`config.mk`:
```
export PLATFORM = sky130hd
export DESIGN_NAME = branch_unwinder_flat
export DESIGN_NICKNAME = d
export VERILOG_FILES = /design/src/rtl/branch_unwinder_pkg.sv /design/src/rtl/branch_unwinder_if.sv /design/src/rtl/branch_unwinder.sv /design/src/flat_wrapper.sv
export SDC_FILE = /design/constraint.sdc
export NUM_CORES = 1
export LEC_CHECK = 0
export CAP_MARGIN = 0
export CELL_PAD_IN_SITES_DETAIL_PLACEMENT = 0
export CELL_PAD_IN_SITES_GLOBAL_PLACEMENT = 1
export CORE_UTILIZATION = 35
export CTS_CLUSTER_DIAMETER = 80
export CTS_CLUSTER_SIZE = 10
export DETAILED_ROUTE_END_ITERATION = 16
export GPL_TIMING_DRIVEN = 0
export PLACE_DENSITY = 0.86
export SYNTH_ARGS = -nofsm -noshare
export SYNTH_HDL_FRONTEND = slang
export SYNTH_SLANG_ARGS = --single-unit
```
`constraint.sdc`:
```
create_clock -name clk -period 2.6 [get_ports clk]
set_input_delay 0.65 -clock clk [delete_from_list [all_inputs] [get_ports clk]]
set_output_delay 0.65 -clock clk [all_outputs]
set_load 0.02 [all_outputs]
```
`src/rtl/branch_unwinder_pkg.sv`:
```
// Shared control-stack frame layout, request/frame encodings and unwinder state type.
package branch_unwinder_pkg;

    localparam int unsigned CS_W = 15;

    typedef enum logic [1:0] {
        KIND_END = 2'b00,
        KIND_BR  = 2'b01,
        KIND_RET = 2'b10,
        KIND_RSV = 2'b11
    } req_kind_e;

    typedef enum logic [1:0] {
        FT_BLOCK = 2'b00,
        FT_CALL  = 2'b01,
        FT_IF    = 2'b10,
        FT_LOOP  = 2'b11
    } frame_type_e;

    // [14:13] frame_type, [12] retu_num, [11:8] sp_tag, [7:0] retu_addr
    typedef struct packed {
        frame_type_e frame_type;
        logic        retu_num;
        logic [3:0]  sp_tag;
        logic [7:0]  retu_addr;
    } cs_frame_t;

    typedef enum logic [1:0] {
        ST_IDLE,
        ST_UNWIND,
        ST_DONE
    } uw_state_e;

endpackage

```
`src/rtl/branch_unwinder_if.sv`:
```
// Decode-side request/completion bundle of the branch unwinder.
interface branch_unwinder_if #(
    parameter int unsigned DEPTH_W = 4
);
    logic               req_valid;
    logic [1:0]         req_kind;
    logic [DEPTH_W-1:0] req_depth;
    logic               req_ready;
    logic               done_valid;
    logic               jump_en;
    logic [7:0]         jump_addr;
    logic [3:0]         sp_tag;
    logic               retu_num;
    logic               halt;
    logic               err;

    modport master (
        output req_valid, req_kind, req_depth,
        input  req_ready, done_valid, jump_en, jump_addr, sp_tag, retu_num, halt, err
    );

    modport slave (
        input  req_valid, req_kind, req_depth,
        output req_ready, done_valid, jump_en, jump_addr, sp_tag, retu_num, halt, err
    );
endinterface

```
`src/rtl/branch_unwinder.sv`:
```
// Unwinds the control stack for end/br/return, one frame per cycle, and reports
// the resolving frame with a single-cycle completion pulse.
module branch_unwinder
    import branch_unwinder_pkg::*;
#(
    parameter int unsigned DEPTH_W = 4
) (
    input  logic            clk,
    input  logic            rst_n,
    branch_unwinder_if.slave bus,
    output logic            cs_pop,
    input  logic [CS_W-1:0] cs_top_data,
    input  logic            cs_left_one
);

    uw_state_e          state_q, state_d;
    req_kind_e          kind_r, kind_d;
    logic [DEPTH_W-1:0] remain_r, remain_d;
    logic               jump_en_r, jump_en_d;
    logic               halt_r, halt_d;
    logic               err_r, err_d;
    logic               cap;
    logic [7:0]         jump_addr_r;
    logic [3:0]         sp_tag_r;
    logic               retu_num_r;
    cs_frame_t          top;
    logic               is_call;

    assign top     = cs_frame_t'(cs_top_data);
    assign is_call = (top.frame_type == FT_CALL);

    always_comb begin
        state_d   = state_q;
        kind_d    = kind_r;
        remain_d  = remain_r;
        jump_en_d = jump_en_r;
        halt_d    = halt_r;
        err_d     = err_r;
        cs_pop    = 1'b0;
        cap       = 1'b0;
        unique case (state_q)
            ST_IDLE: begin
                if (bus.req_valid) begin
                    kind_d    = req_kind_e'(bus.req_kind);
                    remain_d  = bus.req_depth;
                    jump_en_d = 1'b0;
                    halt_d    = 1'b0;
                    err_d     = (bus.req_kind == KIND_RSV);
                    state_d   = (bus.req_kind == KIND_RSV) ? ST_DONE : ST_UNWIND;
                end
            end
            ST_UNWIND: begin
                unique case (kind_r)
                    KIND_END: begin
                        cs_pop    = 1'b1;
                        cap       = 1'b1;
                        state_d   = ST_DONE;
                        jump_en_d = is_call;
                        halt_d    = is_call && cs_left_one;
                    end
                    KIND_BR: begin
                        if (remain_r != '0) begin
                            cs_pop = 1'b1;
                            if (cs_left_one) begin
                                cap     = 1'b1;
                                state_d = ST_DONE;
                                err_d   = 1'b1;
                            end else begin
                                remain_d = remain_r - 1'b1;
                            end
                        end else begin
                            // Loop target re-enters its body, so its frame stays on the stack.
                            cs_pop    = (top.frame_type != FT_LOOP);
                            cap       = 1'b1;
                            state_d   = ST_DONE;
                            jump_en_d = (top.frame_type == FT_LOOP) || is_call;
                            halt_d    = is_call && cs_left_one;
                        end
                    end
                    KIND_RET: begin
                        cs_pop = 1'b1;
                        if (is_call) begin
                            cap       = 1'b1;
                            state_d   = ST_DONE;
                            jump_en_d = 1'b1;
                            halt_d    = cs_left_one;
                        end else if (cs_left_one) begin
                            cap     = 1'b1;
                            state_d = ST_DONE;
                            err_d   = 1'b1;
                        end
                    end
                    default: begin
                        state_d = ST_DONE;
                        err_d   = 1'b1;
                    end
                endcase
            end
            ST_DONE:  state_d = ST_IDLE;
            default:  state_d = ST_IDLE;
        endcase
    end

    always_ff @(posedge clk or negedge rst_n) begin
        if (!rst_n) begin
            state_q     <= ST_IDLE;
            kind_r      <= KIND_END;
            remain_r    <= '0;
            jump_en_r   <= 1'b0;
            halt_r      <= 1'b0;
            err_r       <= 1'b0;
            jump_addr_r <= '0;
            sp_tag_r    <= '0;
            retu_num_r  <= 1'b0;
        end else begin
            state_q   <= state_d;
            kind_r    <= kind_d;
            remain_r  <= remain_d;
            jump_en_r <= jump_en_d;
            halt_r    <= halt_d;
            err_r     <= err_d;
            if (cap) begin
                jump_addr_r <= top.retu_addr;
                sp_tag_r    <= top.sp_tag;
                retu_num_r  <= top.retu_num;
            end
        end
    end

    assign bus.req_ready  = (state_q == ST_IDLE);
    assign bus.done_valid = (state_q == ST_DONE);
    assign bus.jump_en    = (state_q == ST_DONE) && jump_en_r;
    assign bus.halt       = (state_q == ST_DONE) && halt_r;
    assign bus.err        = (state_q == ST_DONE) && err_r;
    assign bus.jump_addr  = jump_addr_r;
    assign bus.sp_tag     = sp_tag_r;
    assign bus.retu_num   = retu_num_r;

endmodule

```
`src/flat_wrapper.sv`:
```
// flat-port wrapper written by rule: the top's interface ports become plain ports
module branch_unwinder_flat import branch_unwinder_pkg::*;
#(
    parameter int unsigned DEPTH_W = 4
)
  (clk, rst_n, cs_pop, cs_top_data, cs_left_one, bus_req_valid, bus_req_kind, bus_req_depth, bus_req_ready, bus_done_valid, bus_jump_en, bus_jump_addr, bus_sp_tag, bus_retu_num, bus_halt, bus_err);
  branch_unwinder_if #(.DEPTH_W(DEPTH_W)) bus_i ();
  input  logic clk;
  input  logic rst_n;
  output logic cs_pop;
  input  logic [CS_W-1:0] cs_top_data;
  input  logic cs_left_one;
  input wire logic [$bits(bus_i.req_valid)-1:0] bus_req_valid;
  input wire logic [$bits(bus_i.req_kind)-1:0] bus_req_kind;
  input wire logic [$bits(bus_i.req_depth)-1:0] bus_req_depth;
  output wire logic [$bits(bus_i.req_ready)-1:0] bus_req_ready;
  output wire logic [$bits(bus_i.done_valid)-1:0] bus_done_valid;
  output wire logic [$bits(bus_i.jump_en)-1:0] bus_jump_en;
  output wire logic [$bits(bus_i.jump_addr)-1:0] bus_jump_addr;
  output wire logic [$bits(bus_i.sp_tag)-1:0] bus_sp_tag;
  output wire logic [$bits(bus_i.retu_num)-1:0] bus_retu_num;
  output wire logic [$bits(bus_i.halt)-1:0] bus_halt;
  output wire logic [$bits(bus_i.err)-1:0] bus_err;
  assign bus_i.req_valid = bus_req_valid;
  assign bus_i.req_kind = bus_req_kind;
  assign bus_i.req_depth = bus_req_depth;
  assign bus_req_ready = bus_i.req_ready;
  assign bus_done_valid = bus_i.done_valid;
  assign bus_jump_en = bus_i.jump_en;
  assign bus_jump_addr = bus_i.jump_addr;
  assign bus_sp_tag = bus_i.sp_tag;
  assign bus_retu_num = bus_i.retu_num;
  assign bus_halt = bus_i.halt;
  assign bus_err = bus_i.err;
  branch_unwinder #(.DEPTH_W(DEPTH_W)) u_core (.clk(clk), .rst_n(rst_n), .bus(bus_i), .cs_pop(cs_pop), .cs_top_data(cs_top_data), .cs_left_one(cs_left_one));
endmodule
```
==> impl_results.md <==
- Async S/R FF share, synth: between 90% and 100%
- WP data arrival: ~1900 ps
- Hold slack: about 500 ps
- Syn Nets: ~150
- Min cycle time layout: 2500 ps
- Fin. Hold Viols: 0
- Final Util: a little over half
- Leak Pwr: 0.849 nW
- Initial antenna violation count: 0
- Reg2Reg Setup Slack: between 300 and 400 ps
- Post-DP HPWL: 2.34 mm
- Drt wl/cell: about 14 um
- Crit Path Category: reg -> out
- Number of antenna diodes: 0
- F_max: roughly 400 MHz
- Maximum VDD drop: ~0.00060 V
- DR pass1 iterations: 4
- CTS Sinks: 24
- Fill cells: around 340
- Gr ovfl total: 0
- First-pass GRT wire length: around 5.2 mm
- Post-Route WL: roughly 3.1 mm
- # DRC: 0
- Antenna viol nets, final: 0
- Initial drt markers: 17
- Crit end category: primary output
- Vias/cell: 4.96
- Crit path max fanout: 3
- RSZ-0062 raised after global routing: false
- Clk slew on worst S/H paths: approximately 90 ps
- Post-route setup slack: 100 ps
- M1 GR Usage: 19.7%
- Slew @ Worst Pin: 1080 ps
- Routability cong.: 0.837
- Syn Inst Count: between 100 and 150
- Final setup vio count: 0
- Met3 Resource Use GR: under 10%
- #FFs+latches synth: 24
- Placed cells: 210
- Dominant synthesized flop cell: dfrtp_1
- Clk_skew: 2.47 ps
- CTS tree: done
- Met2 global-route usage: a little under a third
- Die ar.: just over 0.004 mm2
- Vias in the first global route: around 1.1k
- Slew HR: 28.0%
- DR vias: 1071
- Area leader, netlist: dfrtp_1
- Seq/Total Area, Yosys: around 45%
- Final Instance Count excl. Fillers: around 220
- Hold Path Class: reg -> reg
- Dpl ws: -89.9 ps
- Synth warn: 0
- Fin nets: 199
- Pin count of the biggest net entering global routing: 25
- Clk Latency, worst-skew pair: 270 ps
- EDFF count, synth: 0
- Top Ports: 44
- CTS root buffer: clkbuf_8
- Gr busiest metal: met2
- H-tree depth: 1
- Setup TNS: 0 ps
- Site row count: 22
- Synth top area cells: dfrtp_1 45%, mux2_4 10%, ha_1 4.7%, mux2_2 4.2%, and2_1 2.3%
- Status: completed
- Layout area overhead: 43.6%
- Most frequent cells in the layout: 42 x clkdlybuf4s50_1, 24 x dfrtp_1, 9 x mux2_4, 8 x nand2_1
- Synth unique cells: 37
- Critical path startpoint category: register
- Die X: roughly 64 um
- PD cells: approximately 1200 mW/mm2
- Clock Path Buffers: 2
- Cell Area, Synth: between 0.001 and 0.0015 mm2
- Total GRT Usage: around 16%
- Initial core utilization: between 30% and 40%
- Cts hold-fix bufs: 0
- DIE HEIGHT: 64.0 um
- Mean Syn Cell Area: between 10 and 15 um2
- Core area: approximately 0.0037 mm2
- Max-slew violations: 0
- Worst path required time: 1950 ps
- CTS buffer count: 3
- Most common cell after layout, fill and taps aside: clkdlybuf4s50_1
- Max Cap Viol: 0
- Final Cycle Share: slightly below 100%
- Layout cells sized above 1: about 17%
- Port Buf Inserts: 43
- Share of the synthesized area in the top cell type: between 40% and 50%
==> cells in the mapped netlist (all sizes together) (2+ instances only) <==
cell / n
dfrtp: 24
mux2: 15
nand2: 8
a21oi: 6
inv: 6
nor2: 6
and2: 5
ha: 5
nand2b: 5
nor3: 5
o21ai: 4
buf: 3
nor2b: 3
clkbuf: 2
mux2i: 2
o211ai: 2
o22a: 2
o31a: 2
==> timing repair <==
action,CTS,global route
setup endpoints to repair,4,4
buffers inserted,1,1
resized for setup,3,2
==> state kept, by name (all words and copies together), names as in the netlist, 2 cells and up <==
signal,count
u_core.bus.jump_addr,8
u_core.bus.sp_tag,4
u_core.kind_r,2
u_core.remain_r,4
u_core.state_q,2
==> critical path, cell delays in order (launching register included) <==
cell and delay (ps):
dfrtp_1 390, inv_1 80, ha_1 200, nor3b_4 240
a31oi_1 120, o31a_1 230, dlygate4sd2_1 320
==> final timing paths <==
| check | from | endpoint | cells after the start |
|---|---|---|---|
| min | u_core.err_r | u_core.err_r | 1 |
| max in group asynchronous | rst_n | u_core.remain_r[2] | 1 |
| max reg2reg | u_core.remain_r[0] | u_core.bus.jump_addr[4] | 8 |
| max | u_core.remain_r[0] | cs_pop | 6 |
| min reg2reg | u_core.err_r | u_core.err_r | 1 |
| min in group asynchronous | rst_n | u_core.bus.jump_addr[7] | 1 |
==> metrics by stage <==
stage / area (um2) / power [mW]
2_1_floorplan: 1340 / 1.52
3_3_place_gp: 1830 / 1.94
3_5_place_dp: 1830 / 1.99
4_1_cts: 1920 / 2.34
5_1_grt: 1930 / 2.50
6_report: 1930 / 2.35
==> power breakdown <==
part	internal [mW]	switching [mW]
sequential	0.554	0.129
combinational	0.690	0.642
clock	0.206	0.126
total	1.45	0.897
==> cell type report <==
cell class	instances	area (um2)	share of cell area, %
clock inverter	1	30.0	1.56
buffer	5	32.5	1.69
sequential	24	601	31.1
inverter	6	22.5	1.17
clock buffer	3	41.3	2.14
tap	48	60.1	3.11
multi-input combinational	84	698	36.2
timing repair buffer	45	444	23.0
==> routing by layer <==
metal,routed length [um],vias to the layer above
met5,0,-
met4,10,0
met3,155,2
met2,1590,36
met1,1350,516
li1,-,517
==> logic make-up after synthesis <==
family,count (synthesis),share of synthesized area (%)
simple gates,36,14.3
compound gates,26,15.7
flops,24,44.7
mux,17,16.6
buf+inv,11,4.00
fa+ha+maj,5,4.66
(Power assumes the default switching activity.)
